--- src/rtl/register_file.sv ---
// register_file: 32 x WIDTH LEGv8 register file with post-reset scrub and XZR at ZERO_REG
// Ports: Clk, Reset (sync, active-high); RA/RB async read addresses -> BusA/BusB;
// RW/RegWr/BusW synchronous write port; Ready high once every register is scrubbed.
// Optional macro REGFILE_BYPASS_EN: same-cycle write-through from BusW to the read ports.
module register_file #(
    parameter int WIDTH    = 64,
    parameter int ZERO_REG = 31
) (
    input  logic             Clk,
    input  logic             Reset,
    input  logic [4:0]       RA,
    input  logic [4:0]       RB,
    input  logic [4:0]       RW,
    input  logic             RegWr,
    input  logic [WIDTH-1:0] BusW,
    output logic [WIDTH-1:0] BusA,
    output logic [WIDTH-1:0] BusB,
    output logic             Ready
);
    localparam logic [4:0] ZR = 5'(ZERO_REG);
    typedef enum logic {CLEAR, READY} state_t;
    state_t           state_q, state_d;
    logic [4:0]       cnt_q, cnt_d;
    logic [WIDTH-1:0] mem_q [32];
    logic             wr_en;
    logic [4:0]       wr_addr;
    logic [WIDTH-1:0] wr_data;
    logic             byp_a, byp_b;
    always_comb begin
        state_d = state_q;
        cnt_d   = cnt_q;
        wr_en   = 1'b0;
        wr_addr = cnt_q;
        wr_data = '0;
        if (Reset) begin
            state_d = CLEAR;
            cnt_d   = '0;
        end else if (state_q == CLEAR) begin
            wr_en   = 1'b1;
            cnt_d   = (cnt_q == 5'd30) ? 5'd0 : cnt_q + 5'd1;
            state_d = (cnt_q == 5'd30) ? READY : CLEAR;
        end else if (RegWr && RW != ZR) begin
            wr_en   = 1'b1;
            wr_addr = RW;
            wr_data = BusW;
        end
    end
    always_ff @(posedge Clk) begin
        state_q <= state_d;
        cnt_q   <= cnt_d;
        if (wr_en) mem_q[wr_addr] <= wr_data;
    end
    assign Ready = (state_q == READY);
`ifdef REGFILE_BYPASS_EN
    assign byp_a = RegWr && RW != ZR && RA == RW;
    assign byp_b = RegWr && RW != ZR && RB == RW;
`else
    assign byp_a = 1'b0;
    assign byp_b = 1'b0;
`endif
    assign BusA = (!Ready || RA == ZR) ? '0 : byp_a ? BusW : mem_q[RA];
    assign BusB = (!Ready || RB == ZR) ? '0 : byp_b ? BusW : mem_q[RB];
endmodule

--- config.mk ---
export PLATFORM = sky130hd
export DESIGN_NAME = register_file
export DESIGN_NICKNAME = d
export VERILOG_FILES = /design/src/rtl/register_file.sv
export SDC_FILE = /design/constraint.sdc
export NUM_CORES = 2
export LEC_CHECK = 0
export BUFFER_PORTS_ARGS = -buffer_cell sky130_fd_sc_hd__clkbuf_2
export CAP_MARGIN = 20
export CORE_ASPECT_RATIO = 2
export CORE_MARGIN = 3
export CORE_UTILIZATION = 50
export DETAILED_ROUTE_END_ITERATION = 10
export PLACE_DENSITY_LB_ADDON = 0.12
export SETUP_SLACK_MARGIN = 0.2
export SLEW_MARGIN = 10
export SYNTH_ARGS = -nofsm -noshare
export SYNTH_HDL_FRONTEND = slang
export SYNTH_SLANG_ARGS = --single-unit
--- constraint.sdc ---
create_clock -name Clk -period 7.73 [get_ports Clk]
set_clock_uncertainty 0.1 [all_clocks]
set_input_delay 1.9325 -clock Clk [delete_from_list [all_inputs] [get_ports Clk]]
set_output_delay 1.9325 -clock Clk [all_outputs]
set_load 0.02 [all_outputs]
==> flow_summary.ini <==
[drt]
ant_nets = 0
drtIter0Drc = 6694
drc = 0
wl_mm = 310
post_drt_wl_per_cell_um = 40.8
viasPerCell = 7.18
drtPass1Iterations = 5
via_count = 54600

[layout]
fin_area_sq_um = 106000
layout-drive-gt1-share = 0.347
area_growth_pct = 11.5
fin_cells = 7604
fillers = 14200
fin_nets = 5058

[global_route]
grt_max_degree = 95
grt_pass1_wl_mm = 435
antenna_found_initial = 9
grt.total_usage = 0.318
grt_pass1_vias = 57100
grt_overflow = 0

[place]
portBuffers = 210
dp_hpwl_mm = 163
place_area_sq_um = 100000
dp_cells = 7274
globalplace.congestion = 0.790

[logic_synthesis]
synth.top_cell.area_share = 0.647
ys_top_cells_by_count = 2048 x edfxtp_1, 896 x mux4_2, 334 x mux2i_1, 159 x clkbuf_1, 145 x mux2_2
synth.area.top_cells = edfxtp_1 65%, mux4_2 21%, mux2i_1 3.5%, mux2_2 1.7%, o221ai_1 1.0%
netlist_area_sq_um = 95000
synth-edff-count = 2048
ys_ff_latch = 2054
avgSynthCellArea_sq_um = 20.0
synthDistinctLibCells = 54
yosysWarnings = 0
async_flop_share = 0
synth_flop_cell = edfxtp_1
yosysMostFrequentCell = edfxtp_1
syn_nets = 4827
netlist_instances = 4743
yosys.area.top_type = edfxtp_1
ys_seq_area_frac = 0.648

[flow_run]
cap_violations = 0

[setup_path]
worstPathRequired_ps = 5700
end_kind = output port
critPathKind = in2out
worstPathArrival_ps = 5010
cp_max_fo = 65
worst_setup_path_start_kind = primary input

[floorplan]
core_region_area_sq_um = 188000
rows = 225
io_pins = 211
die_w_um = 314
die_y_um = 623
die_area_sq_um = 196000
initial_core_util = 0.505

[cts]
cts_buffers = 186
ctsHoldBuffers = 0
cts-resized-gates = 0
insertion_delay_ps = 800
cts_buffer_depth = 4
cts.htree.levels = 4
root_buffer = clkbuf_16
clk_pin_slew_ps = 60
cts_tree = yes
clkSinkCount = 2054
postCtsSetupBuffers = 0

[power]
vdd_ir_drop_max_mv = 0.173
powerDensity_nw_per_um2 = 212
p_leak_nw = 30.6

[timing]
maxSlewViolCount = 0
setup_viol_count_final = 0
period_minus_slack_ps = 7040
slew_headroom = 0.222
post-route-period-util = 0.911
tightest_slew_ps = 1170
max_clock_freq_mhz = 142
hold_ws_ps = 495
grt_setup_unrepaired = false
finalSetupTns_ps = 0
finalHoldViolations = 0

[status]
outcome = finished, final reports clean

[hold_path]
hold_class = reg2reg
## power by group
part	switching [W]	internal, W	total (W)
Combinational	0.000830	0.000608	0.00144
Sequential	0.0000324	0.0121	0.0122
Clock	0.00410	0.00476	0.00886
Total	0.00496	0.0175	0.0225
## worst max-delay path, cell delays in order
cell and delay [ps]:
buf_8 270, and3_4 350, a31oi_4 710, buf_4 880
and3_1 530, clkbuf_2 240
## through the flow
step                power (W)  utilization  worst slack (ps)
finish                 0.0225        0.563               689
detailed placement     0.0139        0.533               704
global route           0.0230        0.563               683
CTS                    0.0226        0.562               716
floorplan              0.0134            -              -194
global placement       0.0139        0.533               632
## cell type report
cell class,instances,area (sq um),area share
clock inverters,92,696,0.00656
flip-flops and latches,2054,61600,0.581
diodes,4,10.0,0.0000944
inverters,6,30.0,0.000283
clock buffers,225,4820,0.0455
well taps,2497,3120,0.0295
multi-input cells,2293,31900,0.300
repair buffers,433,3850,0.0364
## state kept, by name (all words and copies together) (netlist names)
name / flops
cnt_q: 5
Ready: 1
mem_q: 2048
## cell families (layout without fill, tap and decap cells)
group                    after synthesis  in the layout  synth area share
AO/OA/AOI/OAI                        480            480            0.0424
XOR/XNOR                               4              4          0.000369
adder cells (fa/ha/maj)                2              2          0.000263
buffers and inverters                396            756            0.0201
flip-flops                          2054           2054             0.648
multiplexers                        1377           1377             0.265
other                                  0              4                 0
AND/OR/NAND/NOR                      430            430            0.0236
## worst paths after layout
path                 start       endpoint  slack [ps]  cells past startpoint
hold / removal    cnt_q[0]       cnt_q[0]         490                      2
hold reg to reg   cnt_q[0]       cnt_q[0]         490                      2
setup / recovery     RA[1]       BusA[10]         690                      6
setup reg to reg     Ready  mem_q[30][39]        3550                      7
## cells in the final DEF (no fill, tap or decap), drive strengths merged, types with 43 or more instances in the layout
cell / n
edfxtp: 2048
mux4: 896
clkbuf: 430
mux2i: 335
buf: 228
mux2: 146
o221ai: 110
nand2: 108
nand3: 79
a22oi: 74
and2: 74
clkinv: 73
and3: 69
a221oi: 65
a22o: 64
a211o: 64
o22a: 45
nor3: 43
## metal layers
metal,global-route usage,part of all wire,up-vias
met3,0.0398,0.083,665
met1,0.422,0.36,29800
met5,0,0.000084,-
met2,0.539,0.51,3028
li1,-,-,21100
met4,0.123,0.044,4
Power figures use the tool's default switching activity.
